<file path="src/rtl/pcie_deframer.sv">
// pcie_deframer: classifies PCIe 8b symbols and extracts TLP/DLLP payload.
// Ports: clk, reset (sync, active high), enb, data_in[7:0], k_in in;
//   data_out[7:0], valid_out, sym_code[3:0], sop, eop, err, pkt_cnt[7:0] out.
// Define DEFRAMER_SKP_STRIP_EN to report COM/SKP of a SKP ordered set as IDL.
module pcie_deframer #(
    parameter int MAX_LEN = 32
) (
    input  logic       clk,
    input  logic       reset,
    input  logic       enb,
    input  logic [7:0] data_in,
    input  logic       k_in,
    output logic [7:0] data_out,
    output logic       valid_out,
    output logic [3:0] sym_code,
    output logic       sop,
    output logic       eop,
    output logic       err,
    output logic [7:0] pkt_cnt
);

`ifdef DEFRAMER_SKP_STRIP_EN
    localparam logic STRIP = 1'b1;
`else
    localparam logic STRIP = 1'b0;
`endif

    // Counter must hold both the TLP limit and the fixed DLLP length.
    localparam int LIM = (MAX_LEN > 6) ? MAX_LEN : 6;
    localparam int LW  = $clog2(LIM + 1);

    localparam logic [3:0] C_COM  = 4'b0000;
    localparam logic [3:0] C_DATA = 4'b0010;
    localparam logic [3:0] C_SKP  = 4'b0011;
    localparam logic [3:0] C_STP  = 4'b0100;
    localparam logic [3:0] C_SDP  = 4'b0101;
    localparam logic [3:0] C_END  = 4'b0110;
    localparam logic [3:0] C_IDL  = 4'b1001;
    localparam logic [3:0] C_UNK  = 4'b1111;

    typedef enum logic [1:0] {
        S_IDLE,
        S_TLP,
        S_DLLP,
        S_SKPOS
    } state_t;

    state_t      state_q, state_d;
    logic [LW-1:0] len_q, len_d;
    logic [2:0]  skp_q, skp_d;
    logic [7:0]  data_out_q, data_out_d;
    logic [3:0]  sym_q, sym_d;
    logic        valid_q, valid_d;
    logic        sop_q, sop_d;
    logic        eop_q, eop_d;
    logic        err_q, err_d;
    logic [7:0]  cnt_q, cnt_d;
    logic [3:0]  code;
    logic        use_idle;
    logic [LW-1:0] lim;

    always_comb begin
        code = C_UNK;
        if (!k_in) begin
            code = C_DATA;
        end else begin
            unique case (data_in)
                8'hBC:   code = C_COM;
                8'hFB:   code = C_STP;
                8'h5C:   code = C_SDP;
                8'hFD:   code = C_END;
                8'h7C:   code = C_IDL;
                8'h1C:   code = C_SKP;
                default: code = C_UNK;
            endcase
        end
    end

    always_comb begin
        state_d    = state_q;
        len_d      = len_q;
        skp_d      = skp_q;
        data_out_d = data_out_q;
        sym_d      = sym_q;
        cnt_d      = cnt_q;
        valid_d    = 1'b0;
        sop_d      = 1'b0;
        eop_d      = 1'b0;
        err_d      = 1'b0;
        use_idle   = 1'b0;
        lim        = (state_q == S_TLP) ? LW'(MAX_LEN) : LW'(6);
        if (enb) begin
            sym_d = code;
            unique case (state_q)
                S_IDLE: use_idle = 1'b1;
                S_SKPOS: begin
                    if (code == C_SKP) begin
                        // saturate: anything above 5 is already an error
                        if (skp_q != 3'd7) skp_d = skp_q + 3'd1;
                        sym_d = STRIP ? C_IDL : C_SKP;
                    end else begin
                        use_idle = 1'b1;
                        if (skp_q == 3'd0 || skp_q > 3'd5) err_d = 1'b1;
                    end
                end
                S_TLP, S_DLLP: begin
                    if (code == C_DATA) begin
                        if (len_q == lim) begin
                            err_d   = 1'b1;
                            state_d = S_IDLE;
                            len_d   = '0;
                        end else begin
                            valid_d    = 1'b1;
                            data_out_d = data_in;
                            len_d      = len_q + LW'(1);
                        end
                    end else if (code == C_END) begin
                        eop_d   = 1'b1;
                        state_d = S_IDLE;
                        len_d   = '0;
                        if (state_q == S_DLLP && len_q != LW'(6))
                            err_d = 1'b1;
                        else
                            cnt_d = cnt_q + 8'd1;
                    end else if (code == C_STP || code == C_SDP) begin
                        // abort current packet, start the new one now
                        err_d   = 1'b1;
                        sop_d   = 1'b1;
                        len_d   = '0;
                        state_d = (code == C_STP) ? S_TLP : S_DLLP;
                    end else begin
                        err_d   = 1'b1;
                        state_d = S_IDLE;
                        len_d   = '0;
                    end
                end
            endcase
            // IDLE rules; also applied to the byte that ends a SKP set
            if (use_idle) begin
                len_d   = '0;
                skp_d   = '0;
                state_d = S_IDLE;
                if (code == C_STP) begin
                    state_d = S_TLP;
                    sop_d   = 1'b1;
                end else if (code == C_SDP) begin
                    state_d = S_DLLP;
                    sop_d   = 1'b1;
                end else if (code == C_COM) begin
                    state_d = S_SKPOS;
                    sym_d   = STRIP ? C_IDL : C_COM;
                end else if (code != C_IDL) begin
                    err_d = 1'b1;
                end
            end
        end
    end

    always_ff @(posedge clk) begin
        if (reset) begin
            state_q    <= S_IDLE;
            len_q      <= '0;
            skp_q      <= '0;
            data_out_q <= 8'h00;
            sym_q      <= C_IDL;
            cnt_q      <= 8'h00;
            valid_q    <= 1'b0;
            sop_q      <= 1'b0;
            eop_q      <= 1'b0;
            err_q      <= 1'b0;
        end else begin
            state_q    <= state_d;
            len_q      <= len_d;
            skp_q      <= skp_d;
            data_out_q <= data_out_d;
            sym_q      <= sym_d;
            cnt_q      <= cnt_d;
            valid_q    <= valid_d;
            sop_q      <= sop_d;
            eop_q      <= eop_d;
            err_q      <= err_d;
        end
    end

    assign data_out  = data_out_q;
    assign valid_out = valid_q;
    assign sym_code  = sym_q;
    assign sop       = sop_q;
    assign eop       = eop_q;
    assign err       = err_q;
    assign pkt_cnt   = cnt_q;

endmodule

</file>
<file path="config.mk">
export PLATFORM = sky130hd
export DESIGN_NAME = pcie_deframer
export DESIGN_NICKNAME = d
export VERILOG_FILES = /design/src/rtl/pcie_deframer.sv
export SDC_FILE = /design/constraint.sdc
export NUM_CORES = 1
export LEC_CHECK = 0
export ABC_AREA = 1
export BUFFER_PORTS_ARGS = -buffer_cell sky130_fd_sc_hd__buf_2
export CAP_MARGIN = 30
export CELL_PAD_IN_SITES_DETAIL_PLACEMENT = 2
export CELL_PAD_IN_SITES_GLOBAL_PLACEMENT = 2
export CORE_ASPECT_RATIO = 1.5
export CORE_UTILIZATION = 30
export DETAILED_ROUTE_END_ITERATION = 16
export GPL_TIMING_DRIVEN = 0
export HOLD_SLACK_MARGIN = 0.12
export PLACE_DENSITY_LB_ADDON = 0.1
export SYNTH_ARGS = -nofsm -noshare
export SYNTH_HDL_FRONTEND = slang
export SYNTH_SLANG_ARGS = --single-unit
</file>
<file path="constraint.sdc">
create_clock -name clk -period 3.6 [get_ports clk]
set_input_delay 0.36 -clock clk [delete_from_list [all_inputs] [get_ports clk]]
set_output_delay 0.36 -clock clk [all_outputs]
set_load 0.01 [all_outputs]
</file>
* Yosys cells after proc, flatten, opt, wreduce, memory -nomap -nowiden
Index checks and enable logic that the tools add are counted.
Widths: inputs -> output; s select.
** Word-level totals
- Flip-flop bits (word level) :: 35
- Bits in latches :: 0
- Bits in read-only memories :: 0
- Output and inout port bits :: 24
- Memory bits (writable) :: 0
- Bits of input ports :: 12
- Memories :: 0
- Logic and storage cells :: 108
** Cells by class
- Reduce and logical (&&, ||, !) cells :: 19
- $lt $le $gt $ge :: 1
- Equality and inequality tests :: 19
- $add $sub $neg :: 3
- Bitwise operators :: 5
- Multiplexer cells :: 51
- Shift-type cells :: 0
- Div/mod/pow operators :: 0
- Multipliers :: 0
** Operators with widths (number)
- $mux 6 :: 5
- $mux 4 :: 7
- $eq 8x8->1 const B :: 3
- $pmux 4 s6 :: 1
- $mux 1 :: 22
- $mux 2 :: 10
- $eq 8x7->1 const B :: 2
- $eq 4x3->1 const B :: 3
- $mux 3 :: 4
- $add 8x1->8 const B :: 1
- $eq 4x2->1 const B :: 2
- $eq 8x5->1 const B :: 1
- $reduce_and 4->1 :: 2
- $reduce_bool 2->1 :: 4
- $reduce_or 4->1 :: 2
- $add 6x1->6 const B :: 1
- $eq 6x6->1 :: 1
- $ne 6x3->1 const B :: 1
- $not 1->1 :: 5
- $reduce_and 5->1 :: 1
- $eq 2x2->1 const B :: 2
- $logic_not 4->1 :: 1
- $ne 4x4->1 const B :: 1
- $pmux 1 s2 :: 2
- other kinds (12) :: 14

* Longest topological paths before layout
- Word-level depth :: 12
- Gate-level depth with buffers :: 19
- Gate-level depth less buffers :: 18

* Least setup slack after synthesis
Ideal clock, no wire load.
- Path kind :: input-to-reg
- Start :: input port data_in[1]
- End :: register len_q[5]
- Path slack :: 1.816 ns
- Cell stages on the path :: 19
- Arrival time :: 1.669 ns
- Data required time :: 3.484 ns
- Path buffers :: 1
- Cell sequence :: inv_2 -> nand2_2 -> nor2_4 -> nand2_2 -> nand2_1 -> nor2_1 -> nand2_2 -> nand2_1 -> nand2_1 -> nand3_2 -> nand2_4 -> nand3_4 -> nand2_4 -> inv_2 -> buf_6 -> nand2_1 -> nand2_1 -> nand2_1 -> nor2_1
** On the way
- Cells in the longest elaborated chain, start to end :: 9
- Elaborated cells between the ends (all ways) :: 18
** RTL lines
- start, declared :: line 11 : input logic [7:0] data_in,
- $eq 8x5->1 (tied with other cells) :: line 67 : unique case (data_in)
- $pmux 4 s6 * :: line 67
- $mux 4 * :: line 64 : if (!k_in) begin
- $eq 4x2->1 :: line 97 : if (code == C_SKP) begin
- $mux 1 :: line 97
- $pmux 1 s2 :: line 94 : unique case (state_q)
- $mux 1 :: line 92 : if (enb) begin
- $reduce_bool 2->1 (no source line)
- $reduce_and 2->1 (no source line)
- end signal, assigned :: line 173 : len_q <= len_d;
- end, declared :: line 49 : logic [LW-1:0] len_q, len_d;
Mark *: on every way between the ends. The rest lies on a longest branch, timed or not. The select of a mux whose other input is x is not followed.
A chain may end at the register's enable or synchronous reset.

* Final worst setup path
- Start :: register state_q[1]
- End :: register data_out_q[6], in the netlist data_out[6]
** On the way
- Cells in the longest elaborated chain, start to end :: 5
- Elaborated cells between the ends (all ways) :: 7
** RTL lines
- start, declared :: line 48 : state_t state_q, state_d;
- start signal, assigned :: line 172 : state_q <= state_d;
- $eq 2x1->1 :: line 91, 94
- $mux 6 :: line 91 : lim = (state_q == S_TLP) ? LW'(MAX_LEN) : LW'(6);
- $eq 6x6->1 :: line 108 : if (len_q == lim) begin
- $not 1->1 (no source line)
- $reduce_and 4->1 (no source line) *
- end signal, assigned :: line 175 : data_out_q <= data_out_d;
- end, declared :: line 51 : logic [7:0] data_out_q, data_out_d;
Mark *: on every way between the ends. The rest lies on a longest branch, timed or not.

==> reports/metrics.sh <==
SYNTH_TOP_AREA_SHARE=0.348
ROWS=36
CTS.SINKS=35
DIEAREA_UM2=7040
TIMING.FMAX_MHz=458
POST_SYNTH_INST_COUNT=294
COREAREA_UM2=6490
LEAKAGEPOWER_uW=0.00109
CTSHOLDBUFFERS=0
DIODES=0
MAXCAPVIOLATIONS=0
DETAIL_ROUTE.FIRST_PASS.ITERATIONS=3
NUM-FILL-CELLS=838
R2R_SETUP_SLACK_NS=1.42
FINAL_GLOBAL_ROUTE_OVERFLOW_TOTAL=0
WORST_R2R_PATH_DEPTH=7
START_UTIL=0.310
FIRST_GLOBAL_VIAS=2195
TIGHTESTPINTRANSITION_NS=0.552
FIN_WORST_HOLD_SLACK_NS=0.344
TOTALNEGATIVESETUPSLACK_NS=0
MIN_PERIOD_OVER_PERIOD=0.606
IO-PIN-COUNT=36
RR_ENDPOINT='data_out[6]'
LAYOUT_MIN_CYCLE_TIME_NS=2.18
TRITONCTS_CLOCK_TREE='done'
SETUP.WORST_PATH.CLASS='reg2reg'
FLOP_PWR_SHARE=0.465
FINALNETCOUNT=357
IR_DROP_mV=0.179
GRT_UTIL_ALL_LAYERS=0.187
CTS_MAX_LEVEL=2
POWERDENSITY_nW_PER_UM2=365
FINALCLOCKSKEW_NS=0.0118
YOSYS-TOP-CELLS-AREA='dfxtp_1 (35%), nand2_1 (11%), inv_1 (6.9%)'
SEQUENTIAL_CELL_AREA_UM2=701
PORT_BUFFERS=34
PLACE.DETAILED.HPWL_UM=4780
MAX_FO_CRITICAL_PATH=10
CELL_TYPE_CONTRIBUTING_THE_MOST_TOTAL_CELL_AREA_AFTER_SYNTHESIS='dfxtp_1'
NUM_VIAS=2070
TOTAL_POWER_uW=868
GRT_MAX_DEGREE=11
WL_PER_CELL_UM=14.1
ROUTED_VIA_DENSITY=5.04
CRITPATHREQUIREDTIME_NS=3.82
GRT_FIRST_PASS_WIRELENGTH_UM=9740
SYNTH_TOP_FLOP_CELL='dfxtp_1'
SLEW_VIOLATIONS=0
MULTIINPUTGATEAREA_UM2=1120
SYN-MEAN-INSTANCE-AREA_UM2=6.84
NUMBER_OF_FLOPS_MAPPED_TO_ENABLE_CELLS_BY_YOSYS=0
CLKTRANSATPATHREGS_NS=0.08
YS_SEQ_AREA_FRAC=0.348
OUTCOME='complete, no violations'
DIEHEIGHT_UM=102
ARRIVAL_NS=2.40
SYNTHDISTINCTLIBCELLS=29
MOST_NUMEROUS_CELL_TYPES_IN_THE_SYNTHESIZED_NETLIST='nand2_1 (59), inv_1 (37), dfxtp_1 (35)'
CLK-INSERTION-DELAY-LATE_NS=0.29
ROUTE.FINAL.WIRE_LENGTH_UM=5800
GRT_SETUP_UNREPAIRED='no'
FP.DIEW_UM=68.8
POST_CTS.REPAIR.SETUP_BUFFERS=0
CRITICAL_PATH.ENDPOINT_TYPE='flop'
CLOCK_POWER_SHARE=0.403
CTS_REPAIR_RESIZE_COUNT=0
DETAIL-ROUTE-ANTENNA-NETS=0
DRC_VIOLATION_COUNT_AFTER_ROUTING=0
CELL_INTERNAL_PWR_uW=637
NETSWITCHINGFRACTION=0.267
POSTSYNTHNETCOUNT=316
HOLD_VIOLATIONS=0
WORSTSETUPENDPOINT='data_out[6]'
SYNTHTOLAYOUTAREAGROWTH_PCT=18.3
DETAILEDROUTE.FIRSTITERATIONVIOLATIONS=23
POSTSYNTH.ASYNCRESETSHARE=0
CRIT_PATH_START_KIND='flop'
CTS-ROOT-TO-SINK-BUFFERS=2
SETUP_VIOLATIONS=0
COMB_POWER_SHARE=0.132
CLK_ROOT_BUF='clkbuf_8'
MAX_SLEW_MARGIN=0.632
SWITCHING_POWER_uW=232
CP-STARTPOINT='state_q[1]'
FRACTION_OF_FINAL_LAYOUT_CELLS_SIZED_BEYOND_DRIVE_STRENGTH_1=0.206
CTS_BUFFERS=5
MIN_DELAY_WORST_TYPE='in2reg'
WORSTREG2REGSTART='state_q[1]'
YOSYSWARNINGS=0
ANTENNA_VIOLATIONS_BEFORE_REPAIR=0
COUNT_LEADER_SYNTH='nand2_1'
NETLIST_AREA_UM2=2010
YOSYS_REGISTER_BITS=35
GP_WEIGHTED_CONGESTION=0.741
==> cell type report <==
type,instances,area share
inverters,43,0.0679
clock buffers,6,0.0305
plain buffers,6,0.0126
flip-flops and latches,35,0.295
well taps,76,0.0400
multi-input cells,210,0.470
clock inverters,1,0.0126
repair buffers,34,0.0715
==> cells in the final DEF (no fill, tap or decap), types with 2 or more instances in the layout <==
| cell | n |
|---|---|
| clkbuf_8 | 5 |
| clkbuf_1 | 5 |
| o21ai_1 | 2 |
| nand3_2 | 2 |
| nor2_1 | 34 |
| nand2_2 | 11 |
| a21oi_1 | 21 |
| buf_2 | 34 |
| nor2_4 | 2 |
| xnor2_1 | 2 |
| nor3_1 | 5 |
| o21ai_0 | 21 |
| inv_2 | 6 |
| nand2_4 | 3 |
| ha_1 | 10 |
| dfxtp_1 | 35 |
| nand3_1 | 17 |
| nand2_1 | 59 |
| inv_1 | 37 |
| nand4_1 | 12 |
==> critical path, cell delays in order, from the launching register on <==
cell and delay (ns):
dfxtp_1 0.39, inv_1 0.08, ha_1 0.42, nand2_1 0.15, nor2_1 0.37, clkbuf_1 0.40
o21ai_0 0.14, a21oi_1 0.15
==> metal layers <==
metal	vias up	global-route usage	wire (µm)
met5	-	0	0
met4	0	0.0769	129
met3	11	0.0368	158
met2	33	0.356	3200
met1	999	0.188	2310
li1	1027	-	-
==> metrics by stage <==
stage | setup slack [ns] | instances | cell area (µm²) | utilization
2_1_floorplan | 1.82 | 294 | 2010 | -
3_3_place_gp | 1.36 | 404 | 2280 | 0.351
3_5_place_dp | 1.33 | 404 | 2280 | 0.351
4_1_cts | 1.36 | 411 | 2380 | 0.367
5_1_grt | 1.13 | 411 | 2380 | 0.367
6_report | 1.42 | 411 | 2380 | 0.367
==> power groups by stage <==
stage               Clock, µW  Sequential, µW  Combinational (µW)
finish                    350             404                 115
global route              377             405                 131
CTS                       362             404                 118
detailed placement          0             413                 118
global placement            0             412                 114
floorplan                   0             416                71.9
==> registers in the layout (all words and copies together), names as in the netlist <==
| register | flops |
|---|---|
| data_out | 8 |
| valid_out | 1 |
| len_q | 6 |
| pkt_cnt | 8 |
| sym_code | 4 |
| eop | 1 |
| sop | 1 |
| err | 1 |
| skp_q | 3 |
| state_q | 2 |
==> kinds of logic after synthesis <==
kind of cell,count (synthesis),synth area share
AND/OR/NAND/NOR,150,0.361
flip-flops,35,0.348
XOR/XNOR,3,0.0131
adder cells (fa/ha/maj),10,0.0622
AO/OA/AOI/OAI,47,0.120
buffers and inverters,49,0.0952
==> worst min-delay path by stage <==
stage / from / to / cells after the start
detailed placement: sym_code[0] / sym_code[0] / 2
global placement: sym_code[3] / sym_code[3] / 2
finish: data_in[4] / data_out[4] / 3
global route: data_in[4] / data_out[4] / 3
floorplan: skp_q[1] / skp_q[1] / 2
CTS: data_in[4] / data_out[4] / 3
Note: power is estimated with default switching activity, not from simulation.
